## src/rtl/uart_pkg.sv

```systemverilog
`default_nettype none
// +------------------------------------------------------------------------+
// | Package : uart_pkg                                                     |
// | Purpose : Shared types and constants for the configurable UART         |
// |           transmitter: FSM state encoding, parity-mode codes and the   |
// |           smallest supported data length.                              |
// | Revision: 1.0  initial release                                         |
// +------------------------------------------------------------------------+
package uart_pkg;

  typedef enum logic [2:0] {
    ST_IDLE   = 3'd0,
    ST_START  = 3'd1,
    ST_DATA   = 3'd2,
    ST_PARITY = 3'd3,
    ST_STOP   = 3'd4
  } tx_state_e;

  // Parity mode codes on i_parity; 2'b11 behaves like PAR_NONE.
  localparam logic [1:0] PAR_NONE = 2'b00;
  localparam logic [1:0] PAR_EVEN = 2'b01;
  localparam logic [1:0] PAR_ODD  = 2'b10;

  localparam int MIN_DATA_BITS = 5;

endpackage
`default_nettype wire

```

## src/rtl/transmitter_cfg_if.sv

```systemverilog
`default_nettype none
// +------------------------------------------------------------------------+
// | Interface: transmitter_cfg_if                                          |
// | Purpose  : Bundles the transmitter's tick, FIFO, frame-config and      |
// |            serial-line signals.                                        |
// | Ports    : i_stick, i_tx_en, i_fifo_empty, i_tx_data, i_data_bits,     |
// |            i_parity, i_stop2 (into the transmitter);                   |
// |            o_fifo_rd, o_tx_serial, o_busy, o_tx_done (out of it).      |
// | Modports : slave  - the transmitter                                    |
// |            master - whatever drives it (FIFO/top level/testbench)      |
// | Revision : 1.0  initial release                                        |
// +------------------------------------------------------------------------+
interface transmitter_cfg_if #(
  parameter int SIZE_DATA = 8
);
  localparam int DB_W = $clog2(SIZE_DATA + 1);

  logic                 i_stick;
  logic                 i_tx_en;
  logic                 i_fifo_empty;
  logic [SIZE_DATA-1:0] i_tx_data;
  logic [DB_W-1:0]      i_data_bits;
  logic [1:0]           i_parity;
  logic                 i_stop2;
  logic                 o_fifo_rd;
  logic                 o_tx_serial;
  logic                 o_busy;
  logic                 o_tx_done;

  modport slave (
    input  i_stick, i_tx_en, i_fifo_empty, i_tx_data,
           i_data_bits, i_parity, i_stop2,
    output o_fifo_rd, o_tx_serial, o_busy, o_tx_done
  );

  modport master (
    output i_stick, i_tx_en, i_fifo_empty, i_tx_data,
           i_data_bits, i_parity, i_stop2,
    input  o_fifo_rd, o_tx_serial, o_busy, o_tx_done
  );

endinterface
`default_nettype wire

```

## src/rtl/transmitter_cfg_tx_bit_timer.sv

```systemverilog
`default_nettype none
// +------------------------------------------------------------------------+
// | Module  : tx_bit_timer                                                 |
// | Purpose : Counts oversample ticks and flags the tick that completes a  |
// |           bit period. The FSM restarts it on every state entry.        |
// | Ports   : i_clk, i_rst    - clock, synchronous active-high reset       |
// |           i_restart       - clear the count (state entry / idle)       |
// |           i_stick         - oversample tick                            |
// |           o_bit_end       - high during the tick that ends the bit     |
// | Revision: 1.0  initial release                                         |
// +------------------------------------------------------------------------+
module tx_bit_timer #(
  parameter int OVER_SAMPLE = 16
) (
  input  wire logic i_clk,
  input  wire logic i_rst,
  input  wire logic i_restart,
  input  wire logic i_stick,
  output logic      o_bit_end
);

  localparam int              CNT_W       = (OVER_SAMPLE > 1) ? $clog2(OVER_SAMPLE) : 1;
  localparam logic [CNT_W-1:0] c_last_tick = CNT_W'(OVER_SAMPLE - 1);

  logic [CNT_W-1:0] r_cnt;

  // The counter wraps by itself between consecutive bits of the same state,
  // so restart only matters when a new state begins.
  always_ff @(posedge i_clk) begin
    if (i_rst || i_restart) begin
      r_cnt <= '0;
    end else if (i_stick) begin
      r_cnt <= (r_cnt == c_last_tick) ? '0 : r_cnt + 1'b1;
    end
  end

  assign o_bit_end = i_stick && (r_cnt == c_last_tick);

endmodule
`default_nettype wire

```

## src/rtl/transmitter_cfg.sv

```systemverilog
`default_nettype none
// +------------------------------------------------------------------------+
// | Module  : transmitter_cfg                                              |
// | Purpose : UART transmitter with runtime frame format: 5..SIZE_DATA     |
// |           data bits, none/even/odd parity, one or two stop bits.       |
// |           Pops one word per frame from the TX FIFO and serialises it   |
// |           LSB first, paced by the oversample tick.                     |
// | Ports   : i_clk, i_rst - clock, synchronous active-high reset          |
// |           bus (slave)  - tick, FIFO handshake, frame config, serial    |
// |                          line, busy and done status                    |
// | Build   : define UART_TX_PARITY_EN to build the parity bit; otherwise  |
// |           i_parity is ignored and frames never carry parity.           |
// | Revision: 1.0  initial release                                         |
// +------------------------------------------------------------------------+
module transmitter_cfg
  import uart_pkg::*;
#(
  parameter int SIZE_DATA   = 8,
  parameter int OVER_SAMPLE = 16
) (
  input  wire logic         i_clk,
  input  wire logic         i_rst,
  transmitter_cfg_if.slave  bus
);

  localparam int              DB_W       = $clog2(SIZE_DATA + 1);
  localparam logic [DB_W-1:0] c_min_bits = DB_W'(MIN_DATA_BITS);
  localparam logic [DB_W-1:0] c_max_bits = DB_W'(SIZE_DATA);

  tx_state_e r_state;
  tx_state_e w_next;

  // Shadow copy of the frame, taken when the word is popped.
  logic [SIZE_DATA-1:0] r_shift;
  logic [DB_W-1:0]      r_nbits;
  logic                 r_stop2;
  logic [DB_W-1:0]      r_bit_cnt;
  logic                 r_stop_cnt;

  logic r_fifo_rd;
  logic r_tx_serial;
  logic r_busy;
  logic r_tx_done;

  logic            w_bit_end;
  logic            w_start;
  logic            w_restart;
  logic            w_last_data;
  logic            w_par_next;
  logic            w_line;
  logic [DB_W-1:0] w_nbits;

  assign w_start     = (r_state == ST_IDLE) && bus.i_tx_en && !bus.i_fifo_empty;
  assign w_last_data = (r_bit_cnt == r_nbits - 1'b1);
  // Idle keeps the timer cleared so the start bit begins from zero ticks.
  assign w_restart   = (r_state != w_next) || (r_state == ST_IDLE);

  always_comb begin
    w_nbits = bus.i_data_bits;
    if (bus.i_data_bits < c_min_bits) begin
      w_nbits = c_min_bits;
    end else if (bus.i_data_bits > c_max_bits) begin
      w_nbits = c_max_bits;
    end
  end

  tx_bit_timer #(
    .OVER_SAMPLE (OVER_SAMPLE)
  ) u_bit_timer (
    .i_clk     (i_clk),
    .i_rst     (i_rst),
    .i_restart (w_restart),
    .i_stick   (bus.i_stick),
    .o_bit_end (w_bit_end)
  );

`ifdef UART_TX_PARITY_EN
  logic r_par_en;
  logic r_par_bit;
  logic w_data_xor;

  // XOR only over the bits that will actually be sent.
  always_comb begin
    w_data_xor = 1'b0;
    for (int i = 0; i < SIZE_DATA; i++) begin
      if (i < int'(w_nbits)) begin
        w_data_xor = w_data_xor ^ bus.i_tx_data[i];
      end
    end
  end

  always_ff @(posedge i_clk) begin
    if (i_rst) begin
      r_par_en  <= 1'b0;
      r_par_bit <= 1'b0;
    end else if (w_start) begin
      r_par_en  <= (bus.i_parity == PAR_EVEN) || (bus.i_parity == PAR_ODD);
      r_par_bit <= w_data_xor ^ (bus.i_parity == PAR_ODD);
    end
  end

  assign w_par_next = r_par_en;
`else
  logic w_unused_parity;
  assign w_unused_parity = ^bus.i_parity;
  assign w_par_next      = 1'b0;
`endif

  // State register
  always_ff @(posedge i_clk) begin
    if (i_rst) begin
      r_state <= ST_IDLE;
    end else begin
      r_state <= w_next;
    end
  end

  // Next-state logic
  always_comb begin
    w_next = r_state;
    case (r_state)
      ST_IDLE: begin
        if (w_start) w_next = ST_START;
      end
      ST_START: begin
        if (w_bit_end) w_next = ST_DATA;
      end
      ST_DATA: begin
        if (w_bit_end && w_last_data) begin
          w_next = w_par_next ? ST_PARITY : ST_STOP;
        end
      end
`ifdef UART_TX_PARITY_EN
      ST_PARITY: begin
        if (w_bit_end) w_next = ST_STOP;
      end
`endif
      ST_STOP: begin
        if (w_bit_end && (!r_stop2 || r_stop_cnt)) w_next = ST_IDLE;
      end
      default: w_next = ST_IDLE;
    endcase
  end

  // Frame datapath
  always_ff @(posedge i_clk) begin
    if (i_rst) begin
      r_shift    <= '0;
      r_nbits    <= '0;
      r_stop2    <= 1'b0;
      r_bit_cnt  <= '0;
      r_stop_cnt <= 1'b0;
    end else begin
      if (w_start) begin
        r_shift    <= bus.i_tx_data;
        r_nbits    <= w_nbits;
        r_stop2    <= bus.i_stop2;
        r_bit_cnt  <= '0;
        r_stop_cnt <= 1'b0;
      end
      if ((r_state == ST_DATA) && w_bit_end) begin
        r_shift   <= r_shift >> 1;
        r_bit_cnt <= r_bit_cnt + 1'b1;
      end
      if ((r_state == ST_STOP) && w_bit_end) begin
        r_stop_cnt <= 1'b1;
      end
    end
  end

  // Line level for the current state; registering it places the line one
  // cycle behind the state, which is what delays the start bit by one cycle
  // after the FIFO pop strobe.
  always_comb begin
    w_line = 1'b1;
    case (r_state)
      ST_START:  w_line = 1'b0;
      ST_DATA:   w_line = r_shift[0];
`ifdef UART_TX_PARITY_EN
      ST_PARITY: w_line = r_par_bit;
`endif
      default:   w_line = 1'b1;
    endcase
  end

  always_ff @(posedge i_clk) begin
    if (i_rst) begin
      r_fifo_rd   <= 1'b0;
      r_tx_serial <= 1'b1;
      r_busy      <= 1'b0;
      r_tx_done   <= 1'b0;
    end else begin
      r_fifo_rd   <= w_start;
      r_tx_serial <= w_line;
      r_busy      <= (r_state != ST_IDLE);
      r_tx_done   <= (r_state == ST_STOP) && (w_next == ST_IDLE);
    end
  end

  assign bus.o_fifo_rd   = r_fifo_rd;
  assign bus.o_tx_serial = r_tx_serial;
  assign bus.o_busy      = r_busy;
  assign bus.o_tx_done   = r_tx_done;

endmodule
`default_nettype wire

```

## src/flat_wrapper.sv

```systemverilog
// flat-port wrapper written by rule: the top's interface ports become plain ports
module transmitter_cfg_flat import uart_pkg::*;
#(
  parameter int SIZE_DATA   = 8,
  parameter int OVER_SAMPLE = 16
)
  (i_clk, i_rst, bus_i_stick, bus_i_tx_en, bus_i_fifo_empty, bus_i_tx_data, bus_i_data_bits, bus_i_parity, bus_i_stop2, bus_o_fifo_rd, bus_o_tx_serial, bus_o_busy, bus_o_tx_done);
  transmitter_cfg_if #(.SIZE_DATA(SIZE_DATA)) bus_i ();
  input  wire logic i_clk;
  input  wire logic i_rst;
  input wire logic [$bits(bus_i.i_stick)-1:0] bus_i_stick;
  input wire logic [$bits(bus_i.i_tx_en)-1:0] bus_i_tx_en;
  input wire logic [$bits(bus_i.i_fifo_empty)-1:0] bus_i_fifo_empty;
  input wire logic [$bits(bus_i.i_tx_data)-1:0] bus_i_tx_data;
  input wire logic [$bits(bus_i.i_data_bits)-1:0] bus_i_data_bits;
  input wire logic [$bits(bus_i.i_parity)-1:0] bus_i_parity;
  input wire logic [$bits(bus_i.i_stop2)-1:0] bus_i_stop2;
  output wire logic [$bits(bus_i.o_fifo_rd)-1:0] bus_o_fifo_rd;
  output wire logic [$bits(bus_i.o_tx_serial)-1:0] bus_o_tx_serial;
  output wire logic [$bits(bus_i.o_busy)-1:0] bus_o_busy;
  output wire logic [$bits(bus_i.o_tx_done)-1:0] bus_o_tx_done;
  assign bus_i.i_stick = bus_i_stick;
  assign bus_i.i_tx_en = bus_i_tx_en;
  assign bus_i.i_fifo_empty = bus_i_fifo_empty;
  assign bus_i.i_tx_data = bus_i_tx_data;
  assign bus_i.i_data_bits = bus_i_data_bits;
  assign bus_i.i_parity = bus_i_parity;
  assign bus_i.i_stop2 = bus_i_stop2;
  assign bus_o_fifo_rd = bus_i.o_fifo_rd;
  assign bus_o_tx_serial = bus_i.o_tx_serial;
  assign bus_o_busy = bus_i.o_busy;
  assign bus_o_tx_done = bus_i.o_tx_done;
  transmitter_cfg #(.SIZE_DATA(SIZE_DATA), .OVER_SAMPLE(OVER_SAMPLE)) u_core (.i_clk(i_clk), .i_rst(i_rst), .bus(bus_i));
endmodule
```

## config.mk

```make
export PLATFORM = sky130hd
export DESIGN_NAME = transmitter_cfg_flat
export DESIGN_NICKNAME = d
export VERILOG_FILES = /design/src/rtl/uart_pkg.sv /design/src/rtl/transmitter_cfg_if.sv /design/src/rtl/transmitter_cfg_tx_bit_timer.sv /design/src/rtl/transmitter_cfg.sv /design/src/flat_wrapper.sv
export SDC_FILE = /design/constraint.sdc
export NUM_CORES = 1
export LEC_CHECK = 0
export ABC_AREA = 1
export CAP_MARGIN = 10
export CORE_MARGIN = 3
export CORE_UTILIZATION = 52
export DETAILED_ROUTE_END_ITERATION = 8
export PLACE_DENSITY = 0.82
export SLEW_MARGIN = 20
export SYNTH_ARGS = -nofsm -noshare
export SYNTH_HDL_FRONTEND = slang
export SYNTH_SLANG_ARGS = --single-unit
```

## constraint.sdc

```tcl
create_clock -name i_clk -period 1.9 [get_ports i_clk]
set_clock_uncertainty 0.2 [all_clocks]
set_input_delay 0.285 -clock i_clk [delete_from_list [all_inputs] [get_ports i_clk]]
set_output_delay 0.285 -clock i_clk [all_outputs]
set_load 0.01 [all_outputs]
```

==> results of run 1 <==
==> critical path: stages (launching register included) <==
cell and delay [ps]:
dfxtp_1 340, ha_1 230, nand2_2 100, nor2_4 50
nand2_4 110, clkinv_4 80, nand2_4 120, nand2_2 100
inv_1 130, nand2_1 60, a21oi_1 140
==> routing by layer <==
metal / wire [µm] / share of wire, % / vias up
li1: - / - / 693
met1: 1240 / 41 / 625
met2: 1570 / 52 / 29
met3: 160 / 5.3 / 5
met4: 24 / 0.80 / 0
met5: 0 / 0 / -
==> registers in the layout, summed over array words and instances, names as in the netlist <==
name / flops
u_core.u_bit_timer.r_cnt: 4
u_core.bus.o_tx_done: 1
u_core.r_bit_cnt: 4
u_core.r_stop2: 1
u_core.r_state: 3
u_core.r_shift: 8
u_core.bus.o_busy: 1
u_core.bus.o_fifo_rd: 1
u_core.bus.o_tx_serial: 1
u_core.r_nbits: 4
u_core.r_stop_cnt: 1
==> stage by stage <==
stage | setup slack, ps | TNS (ps)
after floorplan | 355 | 0
after global placement | 36.7 | 0
after detailed placement | -9.93 | -28.6
after CTS | 145 | 0
after global routing | 47.1 | 0
final | 179 | 0
==> path summary, 6_finish.rpt <==
kind                                             from                        endpoint  slack [ps]  cells past startpoint
max reg2reg  u_core.u_bit_timer.r_cnt[0]$_SDFFE_PP0P_  u_core.r_shift[5]$_SDFFE_PP0P_         180                     10
min reg2reg            u_core.r_shift[5]$_SDFFE_PP0P_  u_core.r_shift[5]$_SDFFE_PP0P_         270                      2
min                    u_core.r_shift[5]$_SDFFE_PP0P_  u_core.r_shift[5]$_SDFFE_PP0P_         270                      2
max          u_core.u_bit_timer.r_cnt[0]$_SDFFE_PP0P_  u_core.r_shift[5]$_SDFFE_PP0P_         180                     10
==> cell families after synthesis <==
logic type                 count (synthesis)  share of synthesized area (%)
AOI/OAI and AO/OA                         36                           14.1
xor gates and xnor gates                   2                           1.23
adders and majority gates                  3                           2.64
buffers and inverters                     33                           10.5
DFF                                       29                           40.8
muxes                                      1                          0.704
and+or+nand+nor                           90                           30.1
==> power by group <==
part,internal [W],switching (W)
combinational,0.0000753,0.0000725
clock,0.000214,0.000216
sequential,0.000627,0.0000100
total,0.000917,0.000298
==> layout by cell type (no fill, tap or decap), drive strengths merged <==
| cell | n |
|---|---|
| a21oi | 16 |
| a31oi | 2 |
| buf | 12 |
| clkbuf | 7 |
| clkdlybuf4s50 | 21 |
| clkinv | 2 |
| dfxtp | 29 |
| ha | 3 |
| inv | 27 |
| mux2i | 1 |
| nand2 | 51 |
| nand3 | 12 |
| nand4 | 2 |
| nor2 | 20 |
| nor3 | 3 |
| nor4 | 1 |
| o211ai | 2 |
| o21ai | 13 |
| o22ai | 2 |
| o32ai | 1 |
| or2 | 1 |
| xor2 | 2 |
==> layout make-up <==
cell class | count | area, µm²
sequential | 29 | 582
inverter | 28 | 110
multi-input combinational | 132 | 693
clock inverter | 1 | 5.00
fill | 217 | 739
timing repair buffer | 33 | 313
clock buffer | 7 | 65.1
tap | 30 | 37.5
==> impl_metrics.toml, run 1 <==
[yosys]
synthCells = 194
synth-seq-cells = 29
yosysWarnings = 0
netlist_top_cells_count = "nand2_1 (47), dfxtp_1 (29), inv_1 (25), nor2_1 (17), a21oi_1 (16)"
synth.avg_cell_area_um2 = 7.33
async_reset_ff_share_pct = 0
yosysMostFrequentCell = "nand2_1"
synth_nets = 217
synthDistinctLibCells = 31
synth_top_cell_by_area = "dfxtp_1"
synthDominantCellAreaShare_pct = 40.8
seq_area_frac_synth_pct = 40.8
synth-edff-count = 0
synth_flop_cell = "dfxtp_1"
ys_top_cells_by_area = "dfxtp_1 (41%), nand2_1 (12%), inv_1 (6.6%)"
syn_area_um2 = 1420

[global_routing]
track_usage_pct = 20.9
use_met3_pct = 7.24
grt_util_met2_pct = 37.0
grt_pass1_wl_mm = 5.41
gr-max-usage-layer = "met2"
grt_use_met1_pct = 22.7
grt-ovfl-total = 0
antenna_found_initial = 0
grt_max_degree = 13
first_global_vias = 1350

[cts]
h-tree-depth = 2
cts_buffers = 5
root_buffer = "clkbuf_4"
clockBufferDepth = 2
cts_tree = "built"
cts_hold_buf = 0
clock_sinks = 29
clk_pin_slew_ps = 90
cts_resized = 0
cts_setup_buffers = 0
clk_latency_ps = 330

[finish]
utilization_pct = 70.9
final_net_count = 252
area_growth_pct = 26.9
drive_above_1_share_pct = 15.7
fin_cells = 260
stdcell_area_um2 = 1810
antenna_cells = 0

[timing]
max_freq_ghz = 0.581
setup_viol = 0
timing.final.hold_violations = 0
max_slew_margin_pct = 76.6
finalCriticalPeriod_ps = 1720
tightest_slew_ps = 349
grt_setup_unrepaired = "no"
fin_crit_sh_pct = 90.6
slew_viol_final = 0
hold_ws_ps = 275

[die]
core_um2 = 2540
core.rowCount = 18
start_util_pct = 55.9
dieWidth_um = 58.3
io_pins = 24
die_h_um = 58.3
die_area_um2 = 3400

[worst_setup_path]
critPathMaxFanout = 11
arrival_ps = 1790
end_kind = "flop"
crit_type = "flop to flop"
worstSetupStartpointType = "flop"
worstPathRequired_ps = 1970

[placed_design]
dp_cells = 252
dp_hpwl_mm = 2.38
place.gp.congestion = 0.853
place_area_um2 = 1730
portBuffers = 21

[detailed_routing]
num_vias = 1352
drtIter0Drc = 35
vias_per_cell = 5.20
postRouteAntennaNets = 0
drtPass1Iterations = 4
wirelength_mm = 2.99
wire_per_inst_um = 11.5
drc_errors = 0

[min_path]
hp-class = "flop to flop"

[run_status]
outcome = "finished clean"

[power_and_ir_drop]
p_per_area_nw_per_um2 = 673
peakVddDrop_mv = 0.679
total_leakage_power_nw = 0.808
power_w = 0.00121

[run]
cap_violations = 0
Note: power is estimated with default switching activity, not from simulation.
==> run 2, diff against run 1 <==
--- a/config.mk
+++ b/config.mk
@@ -8,9 +8,11 @@
 export ABC_AREA = 1
 export CAP_MARGIN = 10
 export CORE_MARGIN = 3
-export CORE_UTILIZATION = 52
+export CORE_UTILIZATION = 61
+export CTS_CLUSTER_SIZE = 20
 export DETAILED_ROUTE_END_ITERATION = 8
-export PLACE_DENSITY = 0.82
+export DONT_BUFFER_PORTS = 1
+export PLACE_DENSITY = 0.81
 export SLEW_MARGIN = 20
 export SYNTH_ARGS = -nofsm -noshare
 export SYNTH_HDL_FRONTEND = slang
==> run 2 against run 1 <==
Core utilization grew 7.6 points. Die area fell by 13%. Critical path depth stayed put. Non-clock buffer count shrank 17. Clock-buffer cell count shrank 1. Maximum frequency shrank 2.2%. Largest cell class unchanged.
==> impl_metrics.toml, run 2 (synthesized netlist as in run 1, its figures left out) <==
[detailed_routing]
vias_per_cell = 5.51
wl_met1_mm = 1.35
drtIter0Drc = 34
drc_errors = 0
drtPass1Iterations = 4
postRouteAntennaNets = 0
wl_met3_um = 217
highest-signal-layer = "met4"
wirelength_mm = 3.25
num_vias = 1317
wl_met2_mm = 1.61
wire_per_inst_um = 13.6

[global_routing]
first_global_vias = 1215
antenna_found_initial = 0
track_usage_pct = 25.9
grt_pass1_wl_mm = 5.39
grt-ovfl-total = 0
grt_max_degree = 14

[finish]
area_growth_pct = 15.0
utilization_pct = 78.5
fillerInstances = 154
final_cell_mix = "nand2_1 (47), dfxtp_1 (28), inv_1 (25)"
final_common_cell = "nand2_1"
regArea_um2 = 582
top_register = "u_core.r_shift"
largest_reg_flops = 8
final_net_count = 235
drive_above_1_share_pct = 11.3
multi_input_area_um2 = 693
antenna_cells = 0

[cts]
clk_latency_ps = 330
root_buffer = "clkbuf_4"
cts_tree = "built"
h-tree-depth = 2
clockBufferDepth = 2
cts_buffers = 5
clk_pin_slew_ps = 90
clock_sinks = 29

[worst_setup_path]
max_stage_delay_ps = 330
crit_type = "flop to flop"
worstSetupStartpointType = "flop"
reg2regPathDepth = 10
path_cells = "ha_1, nand2_2, nor2_4, nand2_4, clkinv_4, nand2_4, nand2_2, inv_1, nand2_1, a21oi_1"
slowest_stage = "dfxtp_1"
end_kind = "flop"
critPathMaxFanout = 13
r2r_end = "u_core.r_shift[5]$_SDFFE_PP0P_"
cp-startpoint = "u_core.u_bit_timer.r_cnt[0]$_SDFFE_PP0P_"
rrSetupSlack_ps = 140
r2r_start = "u_core.u_bit_timer.r_cnt[0]$_SDFFE_PP0P_"
arrival_ps = 1820
worstPathRequired_ps = 1960
crit_path_end = "u_core.r_shift[5]$_SDFFE_PP0P_"

[timing]
slew_viol_final = 0
finalCriticalPeriod_ps = 1760
tightest_slew_ps = 479
setup_viol = 0
timing.final.hold_violations = 0
max_slew_margin_pct = 68.0
final.setup.tns_ps = 0
fin_crit_sh_pct = 92.6
worst_slack_ps = 140
grt_setup_unrepaired = "no"
max_freq_ghz = 0.568

[placed_design]
dp_hpwl_mm = 2.08
portBuffers = 0
pre_cts_ws_ps = 165
place.gp.congestion = 0.812

[power_and_ir_drop]
total_leakage_power_nw = 0.724
p_per_area_nw_per_um2 = 704
swShare_pct = 25.8
power_switching_w = 0.000296
peakVddDrop_mv = 0.508
p_int_w = 0.000855
clkPwrFrac_pct = 33.4
seq_power_share_pct = 55.5
p_comb_share_pct = 11.1

[die]
core.rowCount = 16
die_h_um = 54.3
die_area_um2 = 2950
core_um2 = 2080
dieWidth_um = 54.3
io_pins = 24
start_util_pct = 68.3

[run]
cap_violations = 0

[min_path]
hp-class = "primary input to flop"

[run_status]
outcome = "finished clean"
[run 2: cell count changes in the layout (fill, tap and decap cells not counted)]
cell and change:
clkdlybuf4s50_1 -21, dlygate4sd3_1 +15, buf_4 -10, buf_12 -1, clkbuf_8 -1, clkinv_2 -1
clkinvlp_4 +1
[run 2: area by class of cell]
class | instances | area share, %
Timing Repair Buffer | 16 | 9.64
Sequential cell | 29 | 35.6
Tap cell | 27 | 2.07
Inverter | 28 | 6.73
Clock buffer | 6 | 3.14
Multi-Input combinational cell | 132 | 42.4
Clock inverter | 1 | 0.459
[run 2: layer usage]
layer	GRT usage, %	vias up
met5	0	-
met4	8.71	0
met3	8.17	9
met2	47.0	49
met1	28.1	595
li1	-	664
[run 2: timing repair]
action                     CTS  global route
setup endpoints to repair    0             1
resized for setup            0             1
buffers inserted             0             0
hold endpoints to repair    22             0
hold buffers                15             0
[run 2: power groups by stage]
stage	Sequential (W)	Clock [W]	Combinational [W]
floorplan	0.000650	0	0.0000810
global route	0.000641	0.000414	0.000142
detailed placement	0.000652	0	0.0000919
finish	0.000639	0.000384	0.000128
CTS	0.000638	0.000390	0.000121
global placement	0.000652	0	0.0000870
[run 2: how the worst min path moves through the flow]
| stage | startpoint | to | slack, ps | cells after the start |
|---|---|---|---|---|
| after CTS | bus_i_stick | u_core.u_bit_timer.r_cnt[0]$_SDFFE_PP0P_ | 20 | 4 |
| after floorplan | i_rst | u_core.bus.o_fifo_rd$_SDFF_PP0_ | 170 | 1 |
| final | bus_i_stick | u_core.u_bit_timer.r_cnt[0]$_SDFFE_PP0P_ | 30 | 4 |
| after global placement | i_rst | u_core.r_shift[0]$_SDFFE_PP0P_ | 160 | 1 |
| after detailed placement | i_rst | u_core.r_state[2]$_SDFF_PP0_ | 160 | 1 |
| after global routing | bus_i_stick | u_core.u_bit_timer.r_cnt[2]$_SDFFE_PP0P_ | 60 | 3 |
[run 2: worst max-delay path: cells and delay by family (launching register included)]
| kind | cells | cell delay, ps |
|---|---|---|
| AOI/OAI and AO/OA | 1 | 140 |
| buffers and inverters | 2 | 230 |
| DFF | 1 | 330 |
| and+or+nand+nor | 6 | 580 |
| adders and majority gates | 1 | 210 |
[run 2: through the flow]
stage | total power, W | hold slack [ps] | instances | area (µm²)
after detailed placement | 0.000744 | 158 | 217 | 1430
after global placement | 0.000739 | 156 | 217 | 1430
after floorplan | 0.000731 | 169 | 194 | 1420
after global routing | 0.00120 | 57.4 | 239 | 1640
final | 0.00115 | 29.6 | 239 | 1640
after CTS | 0.00115 | 18.8 | 239 | 1630
==> run 3, diff against run 2 <==
--- a/config.mk
+++ b/config.mk
@@ -8,11 +8,11 @@
 export ABC_AREA = 1
 export CAP_MARGIN = 10
 export CORE_MARGIN = 3
-export CORE_UTILIZATION = 61
+export CORE_UTILIZATION = 30
 export CTS_CLUSTER_SIZE = 20
 export DETAILED_ROUTE_END_ITERATION = 8
 export DONT_BUFFER_PORTS = 1
-export PLACE_DENSITY = 0.81
+export PLACE_DENSITY = 0.48
 export SLEW_MARGIN = 20
 export SYNTH_ARGS = -nofsm -noshare
 export SYNTH_HDL_FRONTEND = slang
==> run 3 against run 2 <==
Critical path depth is 5 lower. Highest routed layer unchanged. Global-route usage is 14 points lower. Die area is 90% higher. Core utilization is 41 points lower. Non-clock buffer count is 1 lower. Combinational power is 6% lower.
==> impl_metrics.toml, run 3 (synthesized netlist as in run 1, its figures left out) <==
[global_routing]
track_usage_pct = 11.9
first_global_vias = 1126
grt-ovfl-total = 0
grt_pass1_wl_mm = 4.96
antenna_found_initial = 0
grt_max_degree = 14

[worst_setup_path]
arrival_ps = 1670
path_buf_inv = 3
worstSetupStartpointType = "primary input"
crit_type = "primary input to flop"
cp_top_family = "buffers and inverters"
path_cells = "dlygate4sd3_1, inv_1, buf_4, nand2_1, o32ai_1"
end_kind = "flop"
max_stage_delay_ps = 880
critPathMaxFanout = 13
worstPathRequired_ps = 1840
slowest_stage = "dlygate4sd3_1"

[die]
core_um2 = 4470
die_h_um = 74.9
start_util_pct = 31.8
dieWidth_um = 74.9
core.rowCount = 24
io_pins = 24
die_area_um2 = 5600

[power_and_ir_drop]
p_per_area_nw_per_um2 = 748
swShare_pct = 22.9
p_comb_share_pct = 9.6
total_leakage_power_nw = 0.735
power_switching_w = 0.000287
peakVddDrop_mv = 0.408
clkPwrFrac_pct = 39.5
p_int_w = 0.000966
seq_power_share_pct = 50.9

[timing]
finalCriticalPeriod_ps = 1730
setup_viol = 0
grt_setup_unrepaired = "no"
slew_viol_final = 0
fin_crit_sh_pct = 91.3
tightest_slew_ps = 540
max_slew_margin_pct = 63.9
worst_slack_ps = 166
max_freq_ghz = 0.577
final.setup.tns_ps = 0
timing.final.hold_violations = 0

[cts]
clk_latency_ps = 270
cts_tree = "built"
cts_resized = 0
clk_pin_slew_ps = 60
cts_setup_buffers = 0
cts_buffers = 5
h-tree-depth = 2
root_buffer = "clkbuf_8"
clockBufferDepth = 2
clock_sinks = 29

[detailed_routing]
num_vias = 1221
drc_errors = 0
vias_per_cell = 4.64
wire_per_inst_um = 11.4
drtPass1Iterations = 4
wirelength_mm = 2.99
postRouteAntennaNets = 0
drtIter0Drc = 30

[placed_design]
pre_cts_ws_ps = 164
place.gp.congestion = 0.767
portBuffers = 0
place_area_um2 = 1480
dp_hpwl_mm = 2.21

[finish]
drive_above_1_share_pct = 11.8
largest_reg_flops = 8
final_common_cell = "nand2_1"
final_cell_mix = "nand2_1 (47), dfxtp_1 (29), inv_1 (25)"
final_net_count = 234
antenna_cells = 0
area_growth_pct = 17.8
top_register = "u_core.r_shift"
stdcell_area_um2 = 1680
fillerInstances = 459

[run_status]
outcome = "finished clean"

[run]
cap_violations = 0

[min_path]
hp-class = "primary input to flop"
==> run 3: cell types whose count changed in the layout (fill, tap and decap cells not counted) <==
cell and delta:
dfxtp_1 +1, clkinvlp_4 -1, dlygate4sd3_1 -4, clkbuf_1 +1, clkbuf_4 -5, dfxtp_2 -1
clkbuf_8 +5, buf_4 +3
==> run 3: path summary, 6_finish.rpt <==
path	start	endpoint	slack, ps	cells after the start
worst max register to register	u_core.u_bit_timer.r_cnt[0]$_SDFFE_PP0P_	u_core.r_shift[5]$_SDFFE_PP0P_	180	10
worst min-delay path	bus_i_data_bits[1]	u_core.r_nbits[1]$_SDFFE_PP0P_	40	2
worst max-delay path	i_rst	u_core.r_stop_cnt$_SDFFE_PP0P_	170	5
worst min register to register	u_core.r_shift[5]$_SDFFE_PP0P_	u_core.r_shift[5]$_SDFFE_PP0P_	270	2
==> run 3: power by group through the flow <==
stage / clock network (W) / logic, W / registers, W
after floorplan: 0 / 0.0000810 / 0.000650
after global placement: 0 / 0.0000981 / 0.000651
after detailed placement: 0 / 0.0000987 / 0.000651
after CTS: 0.000519 / 0.000122 / 0.000638
after global routing: 0.000546 / 0.000138 / 0.000640
final: 0.000495 / 0.000120 / 0.000638
==> run 3: area by class of cell <==
| class | instances | area (µm²) | share of cell area [%] |
|---|---|---|---|
| clock buffer | 7 | 86.3 | 5.15 |
| inverter | 28 | 110 | 6.57 |
| multi-input combinational | 132 | 693 | 41.4 |
| sequential | 29 | 581 | 34.7 |
| tap | 52 | 65.1 | 3.88 |
| timing repair buffer | 15 | 140 | 8.36 |
==> run 3: repair_timing <==
| action | CTS | global route |
|---|---|---|
| endpoints found under the hold margin | 21 | 0 |
| hold buffers | 11 | 0 |
| endpoints found under the setup margin | 0 | 0 |
==> run 3: per-stage QoR <==
step / util (%) / total power (W) / hold slack (ps) / cells
floorplan: - / 0.000731 / 169 / 194
CTS: 37.4 / 0.00128 / 5.60 / 263
finish: 37.4 / 0.00125 / 39.7 / 263
global route: 37.4 / 0.00132 / 35.0 / 263
detailed placement: 33.1 / 0.000750 / 159 / 245
global placement: 33.1 / 0.000749 / 157 / 245
==> run 3: metal layers <==
layer	global-route usage, %	wire length, µm	up-vias
met5	0	0	-
met4	5.93	70	0
met3	4.27	119	8
met2	18.9	1330	23
met1	14.1	1470	533
li1	-	-	657
